`src/rtl/ej32_mem_arb.sv`:
```
// Sequencing arbiter for the shared 8-bit SPRAM port (IU, LS, DBG), with byte bursts of 1-4 beats.
// Define EJ32_ARB_RR_EN for round-robin arbitration; otherwise fixed LS > IU > DBG with a DBG starvation guard.
module ej32_mem_arb #(
    parameter int ASZ    = 17,
    parameter int STARVE = 16
) (
    input  logic             clk,
    input  logic             rst,
    input  logic [2:0]       req,
    input  logic [2:0]       we,
    input  logic [5:0]       len,
    input  logic [3*ASZ-1:0] addr,
    input  logic [23:0]      wd,
    output logic [2:0]       gnt,
    output logic [2:0]       ack,
    output logic [2:0]       rvalid,
    output logic [7:0]       rdata,
    output logic             busy,
    output logic             m_en,
    output logic             m_we,
    output logic [ASZ-1:0]   m_addr,
    output logic [7:0]       m_wd,
    input  logic [7:0]       m_rd
);

    localparam int SW = $clog2(STARVE + 1);

    typedef enum logic {IDLE = 1'b0, BURST = 1'b1} state_t;

    state_t         state_r, state_s;
    logic [1:0]     owner_r, owner_s;
    logic [ASZ-1:0] base_r, base_s;
    logic [1:0]     len_r, len_s;
    logic           we_r, we_s;
    logic [1:0]     beat_r, beat_s;
    logic [SW-1:0]  starve_r, starve_s;
    logic [1:0]     win_s;

    logic [2:0]     gnt_s, ack_s, rvalid_s;
    logic           busy_s, m_en_s, m_we_s;
    logic [ASZ-1:0] m_addr_s;
    logic [7:0]     m_wd_s;

    function automatic logic [2:0] onehot(input logic [1:0] idx);
        case (idx)
            2'd0:    onehot = 3'b001;
            2'd1:    onehot = 3'b010;
            2'd2:    onehot = 3'b100;
            default: onehot = 3'b000;
        endcase
    endfunction

    function automatic logic [ASZ-1:0] sel_addr(input logic [3*ASZ-1:0] a, input logic [1:0] idx);
        case (idx)
            2'd0:    sel_addr = a[ASZ-1:0];
            2'd1:    sel_addr = a[2*ASZ-1:ASZ];
            2'd2:    sel_addr = a[3*ASZ-1:2*ASZ];
            default: sel_addr = {ASZ{1'b0}};
        endcase
    endfunction

    function automatic logic [1:0] sel_len(input logic [5:0] l, input logic [1:0] idx);
        case (idx)
            2'd0:    sel_len = l[1:0];
            2'd1:    sel_len = l[3:2];
            2'd2:    sel_len = l[5:4];
            default: sel_len = 2'd0;
        endcase
    endfunction

    function automatic logic [7:0] sel_wd(input logic [23:0] d, input logic [1:0] idx);
        case (idx)
            2'd0:    sel_wd = d[7:0];
            2'd1:    sel_wd = d[15:8];
            2'd2:    sel_wd = d[23:16];
            default: sel_wd = 8'h00;
        endcase
    endfunction

`ifdef EJ32_ARB_RR_EN
    // Search starts at the requester after the last owner; walking backwards lets the nearest one win.
    function automatic logic [1:0] pick(input logic [2:0] r, input logic [1:0] last);
        logic [1:0] w;
        w = 2'd0;
        for (int i = 3; i >= 1; i--) begin
            int k;
            k = (int'(last) + i) % 3;
            if (r[k]) begin
                w = k[1:0];
            end
        end
        return w;
    endfunction

    // Winner selection (round-robin)
    always_comb begin
        win_s = pick(req, owner_r);
    end

    // Starvation counter is idle in round-robin mode
    always_comb begin
        starve_s = {SW{1'b0}};
    end
`else
    // Winner selection: promoted DBG, then LS > IU > DBG
    always_comb begin
        win_s = 2'd2;
        if (req[2] && (starve_r >= SW'(STARVE))) begin
            win_s = 2'd2;
        end else if (req[1]) begin
            win_s = 2'd1;
        end else if (req[0]) begin
            win_s = 2'd0;
        end else begin
            win_s = 2'd2;
        end
    end

    // Count IDLE arbitrations that DBG requests but loses; clear on DBG grant or DBG idle
    always_comb begin
        starve_s = starve_r;
        if (!req[2]) begin
            starve_s = {SW{1'b0}};
        end else if (state_r == IDLE) begin
            if (win_s == 2'd2) begin
                starve_s = {SW{1'b0}};
            end else if (starve_r < SW'(STARVE)) begin
                starve_s = starve_r + {{(SW-1){1'b0}}, 1'b1};
            end else begin
                starve_s = starve_r;
            end
        end else begin
            starve_s = starve_r;
        end
    end
`endif

    // Next state plus the registered-output values for the beat visible after the coming edge
    always_comb begin
        state_s  = state_r;
        owner_s  = owner_r;
        base_s   = base_r;
        len_s    = len_r;
        we_s     = we_r;
        beat_s   = beat_r;
        gnt_s    = 3'b000;
        ack_s    = 3'b000;
        busy_s   = 1'b0;
        m_en_s   = 1'b0;
        m_we_s   = 1'b0;
        m_addr_s = {ASZ{1'b0}};
        m_wd_s   = 8'h00;
        case (state_r)
            IDLE: begin
                if (req != 3'b000) begin
                    state_s  = BURST;
                    owner_s  = win_s;
                    base_s   = sel_addr(addr, win_s);
                    len_s    = sel_len(len, win_s);
                    we_s     = we[win_s];
                    beat_s   = 2'd0;
                    gnt_s    = onehot(win_s);
                    ack_s    = onehot(win_s);
                    busy_s   = 1'b1;
                    m_en_s   = 1'b1;
                    m_we_s   = we[win_s];
                    m_addr_s = sel_addr(addr, win_s);
                    m_wd_s   = sel_wd(wd, win_s);
                end else begin
                    state_s = IDLE;
                end
            end
            BURST: begin
                // Last beat done, or owner withdrew: the visible beat completes and the burst ends
                if ((beat_r == len_r) || !req[owner_r]) begin
                    state_s = IDLE;
                end else begin
                    beat_s   = beat_r + 2'd1;
                    gnt_s    = onehot(owner_r);
                    ack_s    = onehot(owner_r);
                    busy_s   = 1'b1;
                    m_en_s   = 1'b1;
                    m_we_s   = we_r;
                    m_addr_s = base_r + {{(ASZ-2){1'b0}}, beat_s};
                    m_wd_s   = sel_wd(wd, owner_r);
                end
            end
            default: begin
                state_s = IDLE;
            end
        endcase
    end

    // Read byte arrives one cycle after a read access, tagged with the owner of that access
    always_comb begin
        rvalid_s = 3'b000;
        if (m_en && !m_we) begin
            rvalid_s = onehot(owner_r);
        end else begin
            rvalid_s = 3'b000;
        end
    end

    // FSM state and latched burst context
    always_ff @(posedge clk or negedge rst) begin
        if (!rst) begin
            state_r  <= IDLE;
            owner_r  <= 2'd0;
            base_r   <= {ASZ{1'b0}};
            len_r    <= 2'd0;
            we_r     <= 1'b0;
            beat_r   <= 2'd0;
            starve_r <= {SW{1'b0}};
        end else begin
            state_r  <= state_s;
            owner_r  <= owner_s;
            base_r   <= base_s;
            len_r    <= len_s;
            we_r     <= we_s;
            beat_r   <= beat_s;
            starve_r <= starve_s;
        end
    end

    // Registered outputs
    always_ff @(posedge clk or negedge rst) begin
        if (!rst) begin
            gnt    <= 3'b000;
            ack    <= 3'b000;
            rvalid <= 3'b000;
            busy   <= 1'b0;
            m_en   <= 1'b0;
            m_we   <= 1'b0;
            m_addr <= {ASZ{1'b0}};
            m_wd   <= 8'h00;
        end else begin
            gnt    <= gnt_s;
            ack    <= ack_s;
            rvalid <= rvalid_s;
            busy   <= busy_s;
            m_en   <= m_en_s;
            m_we   <= m_we_s;
            m_addr <= m_addr_s;
            m_wd   <= m_wd_s;
        end
    end

    assign rdata = m_rd;

endmodule
```
`config.mk`:
```
export PLATFORM = sky130hd
export DESIGN_NAME = ej32_mem_arb
export DESIGN_NICKNAME = d
export VERILOG_FILES = /design/src/rtl/ej32_mem_arb.sv
export SDC_FILE = /design/constraint.sdc
export NUM_CORES = 1
export LEC_CHECK = 0
export BUFFER_PORTS_ARGS = -buffer_cell sky130_fd_sc_hd__buf_2
export CORE_ASPECT_RATIO = 1.25
export CORE_MARGIN = 5
export CORE_UTILIZATION = 48
export CTS_CLUSTER_DIAMETER = 100
export DETAILED_ROUTE_END_ITERATION = 8
export GPL_TIMING_DRIVEN = 0
export PLACE_DENSITY = 0.81
export REMOVE_ABC_BUFFERS = 1
export SLEW_MARGIN = 20
export SYNTH_ARGS = -nofsm -noshare
export SYNTH_HDL_FRONTEND = slang
export SYNTH_SLANG_ARGS = --single-unit
```
`constraint.sdc`:
```
create_clock -name clk -period 2.8 [get_ports clk]
set_input_delay 0 -clock clk [delete_from_list [all_inputs] [get_ports clk]]
set_output_delay 0 -clock clk [all_outputs]
set_load 0.02 [all_outputs]
```
# Word level (Yosys, flattened, before mapping)
# Cells that the tools add are included.
[word_totals]
rom_bits = 0
memories = 0
output_inout_bits = 45
latch_bits = 0
ram_bits = 0
regBits = 62
[op_classes]
reduce_logical = 11
add_sub_neg = 3
n_mux = 36
div = 0
n_eq_ne = 9
n_shift = 0
multipliers = 0
order_cmp = 4
n_bitwise = 1
[op_table]
columns = ["op", "n"]
rows = [
  ["$pmux W17 S3", 1],
  ["$pmux W8 S3", 2],
  ["$mux W17", 2],
  ["$pmux W17 S2", 1],
  ["$mux W5", 4],
  ["$pmux W3 S3", 2],
  ["$add A17 B2 Y17", 1],
  ["$mux W8", 2],
  ["$pmux W8 S2", 1],
  ["$mux W2", 5],
  ["$mux W3", 3],
  ["$lt A2 B3 Y1 const B", 2],
  ["$mux W1", 6],
  ["$pmux W2 S3", 1],
  ["$pmux W3 S2", 1],
  ["$reduce_and A2 Y1", 3],
  ["$add A5 B1 Y5 const B", 1],
  ["$ge A5 B5 Y1 const B", 1],
  ["$lt A5 B5 Y1 const B", 1],
  ["$bmux W1 S2", 2],
  ["$eq A2 B1 Y1 const B", 2],
  ["$eq A2 B2 Y1 const B", 2],
  ["$logic_not A2 Y1", 2],
  ["$ne A2 B2 Y1 const B", 2],
  ["11 further kinds", 14],
]

# Logic depth before layout (Yosys ltp)
# Gate-level depths: netlist of the first run.
[depth]
word_depth = 7
depth_mapped = 8
ltp_nobuf = 8

# Worst setup path after synthesis of the first run
# No wires, ideal clock.
[synth_path]
path_kind = "register -> register"
startpoint = "register beat_r[0]"
endpoint = "register m_addr[10]"
path_stages_with_launch = 9
t_required_ps = 2682
path_buffers = 0
setup_ps = 118
slack_ps = 816
arrival_ps = 1866
path_cell_list = "dfrtp_1 inv_1 ha_1 inv_1 fa_1 nor4b_4 nand3_1 xnor2_1 a21o_1"
[synth_via]
elab_chain_len = 4
word_cells_on_any_way = 6
[synth_rtl]
columns = ["item", "line", "text"]
rows = [
  ["from (decl)", "35", "logic [1:0] beat_r, beat_s;"],
  ["from (signal assigned)", "220", "beat_r <= beat_s;"],
  ["$add A2 B1 Y2 or $eq A2 B2 Y1 (tied branches)", "178, 175", ""],
  ["$add A17 B2 Y17 or $logic_or A1 B1 Y1 (tied branches)", "184, 175", ""],
  ["$mux W17 (*)", "175", "if ((beat_r == len_r) || !req[owner_r]) begin"],
  ["$pmux W17 S2 (*)", "153", "case (state_r)"],
  ["via m_addr_s[10]", "41", "logic [ASZ-1:0] m_addr_s;"],
  ["to (signal assigned)", "234", "m_addr <= {ASZ{1'b0}};"],
  ["to (signal assigned)", "243", "m_addr <= m_addr_s;"],
  ["to (decl)", "21", "output logic [ASZ-1:0] m_addr,"],
]
# Mark *: on every way through the listed nets, which the timed path passes. The rest lies on a longest branch.
# A chain may end at the register's enable or synchronous reset.

==> run metrics, run 1 <==
area of the core=6930 um2; Critical Path RT=3.06 ns; Gate power share=45.7%; Clock H-tree levels=3; ys flop type=dfrtp_1; layout cell share with drive strength beyond 1=31.0%; M1 GR Usage=26.0%; total chip power=4.18 mW; hold path endpoint=rdata[0]; Post-Route WL=9640 um; pwr/cell area=912 nW/um2; Leakage Power=2.27 nW; synthesis-stage register bit count=62; hold_sp=m_rd[0]; IR drop worst, VDD=0.655 mV; met3 usage=6.02%; gpl congestion=0.752; Worst EP arrival=2.86 ns; worst reg2reg path depth=5; Startpoint Class=flip-flop; Worst Setup End Kind=flip-flop; Mean Syn Cell Area=9.88 um2; Synth Instances=345; crit-path max FO=14; All-Layer GR Usage=21.9%; share of synthesized registers carrying an async set or reset=100%; setup TNS=0 ns; Sw Ratio=42.5%; mapped cell area=3410 um2; DP HPWL=6490 um; Post-synth EDFFs=0; Clock power frac=15.6%; FF-to-FF Start=m_en; vias in the first global route=3248; clock buffer depth=2; Hold Fails Final Rpt=0; clk sink count=62; Least-Margin Pin Slew=0.954 ns; cts repair resizes=0; Synth cell types=51; DRC=0; DIE WIDTH=85.4 um; sw power=1.78 mW; Tcrit/Tclk final=92.9%; CTS Buf Count=9; GRT Max-Usage Layer=met2; WS Path Type=reg2reg; Hold WC Path Type=in2out; Slew Limit Fails=0; initial antenna violation count=0; routed vias/inst=5.48; area grow syn2layout=34.6%; global-route met2 utilization=36.6%; f_max=385 MHz; drt wl/cell=16.3 um; DRT iter0 DRCs=213; Reg power frac=38.6%; Root Driver=clkbuf_8; die area=8900 um2; Reg-to-Reg End=m_addr[11]; total gr overflow=0; first-pass GRT wire length=15500 um; status=completed; Yosys warnings=0; Layout Nets=598; Rel. slew slack=36.1%; Initial Util=49.2%; Hold Path Depth=0; Die Y=104 um; RSZ-0062 raised after global routing=false; r2r setup slk=0.20 ns; number of diodes=0; Max Cap Viol=0; clk slew on worst S/H paths=0.07 ns; Row Count=34; Int Power=2.41 mW; antenna-violating nets left=0; Hold WS=0.000149 ns; IO Count=142; Pre-Repair DR Iteration Count=7; count of final setup violators=0; Final Skew=0.0112 ns; largest net degree at the start of global routing=63; Final min period=2.60 ns; Clock Latency Late Sink=0.34 ns; I/O Buffers=125; CTS tree=yes; via count=3231; register area share after synthesis=45.5%
-- power by group through the flow --
stage | Sequential (mW) | Combinational, mW | Clock, mW
final | 1.62 | 1.91 | 0.654
after global routing | 1.67 | 2.10 | 0.706
after CTS | 1.61 | 1.93 | 0.670
after detailed placement | 1.63 | 1.79 | 0
after global placement | 1.60 | 1.71 | 0
after floorplan | 1.85 | 0.885 | 0
-- logic make-up after synthesis --
group	share of synthesized area (%)
AOI/OAI and AO/OA	21.4
xor gates and xnor gates	4.62
adders and majority gates	1.69
buffers and inverters	7.67
DFF	45.5
muxes	2.35
and+or+nand+nor	16.7
-- cell usage in the layout (no fill, tap or decap), drive strengths merged, types with 2 or more instances in the layout --
cell / n
mux2i: 8
o21ai: 32
inv: 5
nor2: 18
nand2: 51
o221ai: 3
buf: 127
nand2b: 4
clkbuf: 12
a22o: 9
xnor2: 8
nand4: 3
ha: 3
a21o: 13
a22oi: 10
nand3b: 2
nor3b: 2
o211ai: 3
dfrtp: 62
clkinv: 2
and2: 5
nor4b: 3
a21oi: 21
and3: 2
a221o: 2
nand3: 9
a222oi: 7
nor3: 4
or2: 2
xor2: 10
dlygate4sd3: 48
-- layer usage --
layer / vias to the layer above / part of all wire, %
met3: 27 / 8.0
met5: - / 0
li1: 1527 / -
met2: 158 / 50
met1: 1519 / 39
met4: 0 / 2.4
-- what timing repair did --
| action | CTS | global route |
|---|---|---|
| hold buffers | 48 | 0 |
| hold endpoints to repair | 100 | 0 |
| setup buffers | 0 | 0 |
-- synth_stat cells, drive strengths merged, types with 7 or more instances --
master,n,share of area [%]
nand3,9,1.7
a22o,9,2.3
o21ai,32,4.7
a21oi,21,3.1
xor2,10,2.6
nand2,51,5.7
xnor2,8,2.1
nor2,18,2.1
a222oi,7,2.1
a21o,13,2.9
a22oi,10,2.2
buf,30,6.7
dfrtp,62,46
mux2i,8,2.3
-- area by class of cell --
cell class | count | area [um2]
clock buffers | 12 | 145
inverters | 5 | 18.8
fillers | 555 | 2350
well taps | 90 | 113
clock inverters | 2 | 10.0
multi-input cells | 244 | 1610
repair buffers | 175 | 1140
flip-flops and latches | 62 | 1550
-- worst max-delay path by stage --
stage	start	endpoint	slack, ns	cells past startpoint
final	m_en	m_addr[11]	0.20	5
after global routing	m_en	m_addr[5]	0.06	5
after CTS	owner_r[1]	m_wd[1]	0.16	5
after detailed placement	owner_r[1]	m_addr[0]	0.35	5
after global placement	owner_r[1]	m_addr[0]	0.24	5
after floorplan	m_en	base_r[10]	0.76	3
-- sequential cells by signal (all words and copies together) (netlist names) --
| signal | cells |
|---|---|
| base_r | 17 |
| m_addr | 17 |
| m_wd | 8 |
| starve_r | 5 |
| ack | 3 |
| rvalid | 3 |
| beat_r | 2 |
| len_r | 2 |
| owner_r | 2 |
| m_en | 1 |
| m_we | 1 |
| we_r | 1 |
-- stage by stage --
step           area, um2  utilization, %  instances  setup slack (ns)
6_report            4590            66.2        590             0.200
5_1_grt             4590            66.2        590            0.0611
4_1_cts             4590            66.2        590             0.162
3_5_place_dp        3950            57.0        528             0.346
3_3_place_gp        3910            56.3        526             0.240
2_1_floorplan       3170               -        311             0.757
-- worst max-delay path: stages, from the launching register on --
cell,delay [ns]
dfrtp_1,0.59
nor4b_4,0.94
buf_8,0.24
a21oi_1,0.09
dlygate4sd3_1,0.58
o21ai_1,0.08
(Power assumes the default switching activity.)
==> run 2, diff against run 1 <==
RECOVER_POWER = 50   (was default)
==> run metrics, run 2 (same netlist as run 1, synthesis figures left out) <==
crit-path max FO=29 (+15); layout cell share with drive strength beyond 1=24.0% (-7.0 points); RSZ-0062 raised after global routing=false; Clock power frac=15.9% (+0.3 points); hold_sp=m_rd[0]; sw power=1.78 mW (+0.44%); Post-Route WL=9670 um (+0.35%); Sw Ratio=43.2% (+0.72 points); sequential cell area=1550 um2 (unchanged); crit path buf inv count=1 (-1); Post-Place Setup Slack=0.346 ns (unchanged); Slew Limit Fails=63 (+63); pwr/cell area=910 nW/um2 (-0.24%); CP max-delay cell=dfrtp_1; drt wl/cell=16.4 um (+0.35%); final worst slack=0.186 ns (-0.0144 ns); Clock Latency Late Sink=0.34 ns (about the same); area grow syn2layout=33.2%; DRT iter0 DRCs=234 (+9.9%); CP top delay family=compound AO/OA/AOI/OAI gates; die area=8900 um2 (unchanged); most frequent cells in the layout=buf_2 (89), dfrtp_1 (62), nand2_1 (50); IO Count=142 (unchanged); vias in the first global route=3248 (unchanged); failing checks=max-capacitance violations, max-slew violations; total gr overflow=0 (unchanged); DP HPWL=6490 um (unchanged); most common cell after layout, fill and taps aside=buf_2; All-Layer GR Usage=21.9% (unchanged); Hold Fails Final Rpt=0 (unchanged); Reg power frac=39.3% (+0.7 points); largest net degree at the start of global routing=63 (unchanged); Leakage Power=2.14 nW (-5.7%); Critical Path RT=3.07 ns (about the same); area of the core=6930 um2 (unchanged); clk slew on worst S/H paths=0.06 ns (about the same); Multi-input gate area=1610 um2 (unchanged); Final min period=2.61 ns (+0.0144 ns); Int Power=2.35 mW (-2.5%); Gate power share=44.9% (-0.8 points); DRC=0 (unchanged); clk sink count=62 (unchanged); status=finished with violations; post-CTS setup buffers=0 (unchanged); Clock H-tree levels=3 (unchanged); IR drop worst, VDD=0.640 mV (-2.4%); via count=3224 (-0.22%); critical-path cell list=mux2i_1 > o2bb2ai_1 > o211ai_4 > o221ai_1 > dlygate4sd3_1; Die Y=104 um (unchanged); Root Driver=clkbuf_8; WS Path Type=reg2reg; Hold WC Path Type=in2out; CTS Buf Count=9 (unchanged); Worst Setup SP=owner_r[1]; antenna-violating nets left=0 (unchanged); Startpoint Class=flip-flop; count of final setup violators=0 (unchanged); Row Count=34 (unchanged); Final Skew=0.0109 ns (-0.000313 ns); Rel. slew slack=-2.58% (-39 points); Pre-Repair DR Iteration Count=6 (-1); clock buffer depth=2 (unchanged); f_max=382 MHz (-0.55%); FF-to-FF Start=owner_r[1]; CTS tree=yes; routed vias/inst=5.46 (-0.22%); Worst Setup End Kind=flip-flop; setup TNS=0 ns (unchanged); Least-Margin Pin Slew=1.54 ns (+0.585 ns); first-pass GRT wire length=15500 um (unchanged); slowest stage delay, CP=0.86 ns (-0.08 ns); Top Registers=base_r (17), m_addr (17), m_wd (8); Filler Cell Count=580 (+4.5%); Max Cap Viol=1 (+1); Tcrit/Tclk final=93.4% (+0.52 points); number of diodes=0 (unchanged); Initial Util=49.2% (unchanged); Worst EP arrival=2.89 ns (+0.03 ns); Layout Nets=598 (unchanged); initial antenna violation count=0 (unchanged); DIE WIDTH=85.4 um (unchanged); I/O Buffers=125 (unchanged); gpl congestion=0.752 (unchanged)
==> run 2: cell count changes in the layout (fill, tap and decap cells not counted), sizes merged <==
| cell | change |
|---|---|
| clkbuf | +36 |
| buf | -36 |
==> run 2: path summary, 6_finish.rpt <==
path	cells past startpoint	slack, ns	end
setup / recovery	5	0.19	m_wd[1]
hold / removal	0	0.0001	rdata[0]
setup reg to reg	5	0.19	m_wd[1]
hold reg to reg	1	0.48	m_we
max in group asynchronous	2	1.30	rvalid[1]
min in group asynchronous	2	0.57	base_r[0]
==> run 2: power by group through the flow <==
stage | sequential [mW] | combinational [mW] | clock [mW]
floorplan | 1.85 | 0.885 | 0
global placement | 1.60 | 1.71 | 0
detailed placement | 1.63 | 1.79 | 0
CTS | 1.61 | 1.93 | 0.670
global route | 1.68 | 2.04 | 0.706
finish | 1.62 | 1.85 | 0.655
==> run 2: per-stage QoR <==
stage          cell area, um2  std cells  total power [mW]  util, %  hold slack (ns)
2_1_floorplan            3170        311              2.74        -           -0.296
3_5_place_dp             3950        528              3.42     57.0         0.000223
4_1_cts                  4590        590              4.21     66.2         0.000223
6_report                 4540        590              4.13     65.5         0.000149
5_1_grt                  4540        590              4.43     65.5         0.000134
3_3_place_gp             3910        526              3.32     56.3         0.000223
==> run 2: metal layers <==
layer	track usage, %	share of wire [%]	up-vias
li1	-	-	1528
met1	26.0	39	1507
met2	36.6	49	158
met3	6.02	8.2	31
met4	9.50	3.0	0
met5	0	0	-
==> run 2: repair_timing <==
action | in CTS | in global routing
hold buffers | 48 | 0
setup endpoints to repair | 0 | 0
gates resized for setup | 0 | 0
endpoints found under the hold margin | 100 | 0
==> run 2: final cells by class <==
class                      instances  share of cell area, %
sequential                        62                   34.2
tap                               90                   2.48
clock buffer                      12                   3.20
timing repair buffer             175                   24.0
inverter                           5                  0.413
clock inverter                     2                  0.220
multi-input combinational        244                   35.5
==> run 3, diff against run 2 <==
--- a/config.mk
+++ b/config.mk
@@ -9,3 +9,3 @@
 export CORE_ASPECT_RATIO = 1.25
-export CORE_MARGIN = 5
+export CORE_MARGIN = 1.5
 export CORE_UTILIZATION = 48
--- a/constraint.sdc
+++ b/constraint.sdc
@@ -3,2 +3,2 @@
 set_output_delay 0 -clock clk [all_outputs]
-set_load 0.02 [all_outputs]
+set_load 0.05 [all_outputs]
==> run metrics, run 3 (same netlist as run 1, synthesis figures left out) <==
Clock H-tree levels=3 (unchanged); failing checks=max-capacitance violations, max-slew violations; total gr overflow=0 (unchanged); drt wl/cell=15.6 um (-5.0%); clk slew on worst S/H paths=0.07 ns (about the same); most frequent cells in the layout=buf_2 (93), dfrtp_1 (62), nand2_1 (50); Hold Fails Final Rpt=0 (unchanged); Clock Latency Late Sink=0.33 ns (about the same); worst reg2reg path depth=5 (unchanged); first-pass GRT wire length=14900 um (-4.0%); gpl congestion=0.770 (+2.4%); critical-path cell list=nor4b_4 > buf_8 > a222oi_1 > dlygate4sd3_1 > o21ai_0; vias in the first global route=3267 (+0.58%); WS Path Type=reg2reg; I/O Buffers=125 (unchanged); Startpoint Class=flip-flop; Critical Path RT=3.05 ns (-0.02 ns); crit path buf inv count=2 (+1); Leakage Power=2.17 nW (+1.5%); DRT iter0 DRCs=263 (+12%); clock buffer depth=2 (unchanged); DRC=0 (unchanged); Filler Cell Count=580 (unchanged); Final min period=2.61 ns (-0.00263 ns); cts repair resizes=0 (unchanged); Worst EP arrival=2.86 ns (-0.03 ns); Hold Path Depth=4 (+4); number of diodes=0 (unchanged); DIE WIDTH=78.4 um (-8.2%); post-layout instance count excluding filler cells=592 (+0.34%); Pre-Repair DR Iteration Count=5 (-1); All-Layer GR Usage=24.9% (+3.0 points); Root Driver=clkbuf_8; area grow syn2layout=34.3%; CP max-delay cell=nor4b_4; r2r setup slk=0.19 ns (about the same); DP HPWL=5880 um (-9.3%); crit-path max FO=14 (-52%); RSZ-0062 raised after global routing=false; fin util=66.0% (+0.52 points); CP top delay family=simple AND/OR/NAND/NOR gates; Post-Route WL=9220 um (-4.7%); routed vias/inst=5.43 (-0.55%); FF-to-FF Start=m_en; most common cell after layout, fill and taps aside=buf_2; IO Count=142 (unchanged); clk sink count=62 (unchanged); hold path endpoint=base_r[14]; pwr/cell area=1030 nW/um2 (+13%); f_max=383 MHz (+0.10%); placed cell count=528 (unchanged); Slew Limit Fails=63 (unchanged); setup TNS=0 ns (unchanged); layout cell share with drive strength beyond 1=25.3% (+1.3 points); Least-Margin Pin Slew=1.53 ns (-0.0109 ns); largest net degree at the start of global routing=63 (unchanged); Worst path depth=5 (unchanged); CTS Buf Count=9 (unchanged); Initial Util=49.2% (unchanged); Final Skew=0.00893 ns (-0.00196 ns); Worst Setup End Kind=flip-flop; hold_sp=addr[48]; Top Registers=base_r (17), m_addr (17), m_wd (8); Rel. slew slack=-1.85% (+0.73 points); antenna-violating nets left=0 (unchanged); IR drop worst, VDD=0.809 mV (+26%); Hold WC Path Type=in2reg; via count=3217 (-0.22%); Die Y=97.2 um (-6.7%); die area=7620 um2 (-14%); slowest stage delay, CP=0.88 ns (+0.02 ns); initial antenna violation count=0 (unchanged); Layout Nets=598 (unchanged); count of final setup violators=0 (unchanged); area of the core=6930 um2 (unchanged); CTS tree=yes; Row Count=34 (unchanged); Tcrit/Tclk final=93.3% (-0.094 points); Reg-to-Reg End=m_wd[3]; Max Cap Viol=1 (unchanged); status=finished with violations
## run 3: changes by cell type in the layout (fill, tap and decap cells not counted)
cell,change
clkbuf_1,-5
buf_2,+4
clkbuf_8,+2
clkinvlp_4,+1
## run 3: worst max-delay path by stage
| stage | from | end | slack, ns |
|---|---|---|---|
| finish | m_en | m_wd[3] | 0.19 |
| global route | m_en | m_wd[3] | 0.03 |
| CTS | m_en | m_wd[2] | 0.18 |
| detailed placement | owner_r[1] | m_addr[0] | 0.38 |
| global placement | owner_r[1] | m_addr[0] | 0.25 |
| floorplan | m_en | base_r[10] | 0.38 |
## run 3: worst min-delay path, delay by kind of cell
| family | cells | cell delay [ns] |
|---|---|---|
| AO/OA/AOI/OAI | 2 | 0.17 |
| buffers and inverters | 1 | 0.07 |
| AND/OR/NAND/NOR | 1 | 0.05 |
## run 3: cell type report
cell class | instances | area, um2 | area share, %
multi-input cells | 244 | 1610 | 35.2
flip-flops and latches | 62 | 1550 | 33.9
repair buffers | 175 | 1100 | 24.0
clock buffers | 13 | 169 | 3.69
well taps | 90 | 113 | 2.46
inverters | 5 | 18.8 | 0.410
clock inverters | 3 | 17.5 | 0.383
## run 3: routing by layer
layer	wire length, um	share of wire, %	vias up	track usage (%)
met4	265	2.9	0	13.0
met3	505	5.5	28	3.66
met5	0	0	-	0
met1	3710	40	1512	30.2
met2	4730	51	151	42.3
li1	-	-	1526	-
## run 3: metrics by stage
step | hold slack (ns) | cell area [um2] | worst slack, ns | power, mW
4_1_cts | 0.0000286 | 4620 | 0.180 | 4.79
2_1_floorplan | -0.296 | 3170 | 0.382 | 3.26
3_3_place_gp | 0.000547 | 3910 | 0.251 | 3.83
6_report | 0.0000889 | 4580 | 0.188 | 4.72
5_1_grt | 0.000321 | 4580 | 0.0349 | 5.00
3_5_place_dp | 0.000547 | 3950 | 0.380 | 3.94
## run 3: power breakdown
part           internal (mW)  switching (mW)  total, mW  leakage [nW]
sequential              1.27           0.349       1.62         0.794
combinational          0.744            1.63       2.38          1.28
clock                  0.391           0.339      0.730        0.0954
total                   2.40            2.32       4.72          2.17
## run 3: timing repair
item | 4_1_cts | 5_1_grt
hold buffers | 48 | 0
hold endpoints to repair | 102 | 0
setup buffers | 0 | 0
endpoints found under the setup margin | 0 | 0
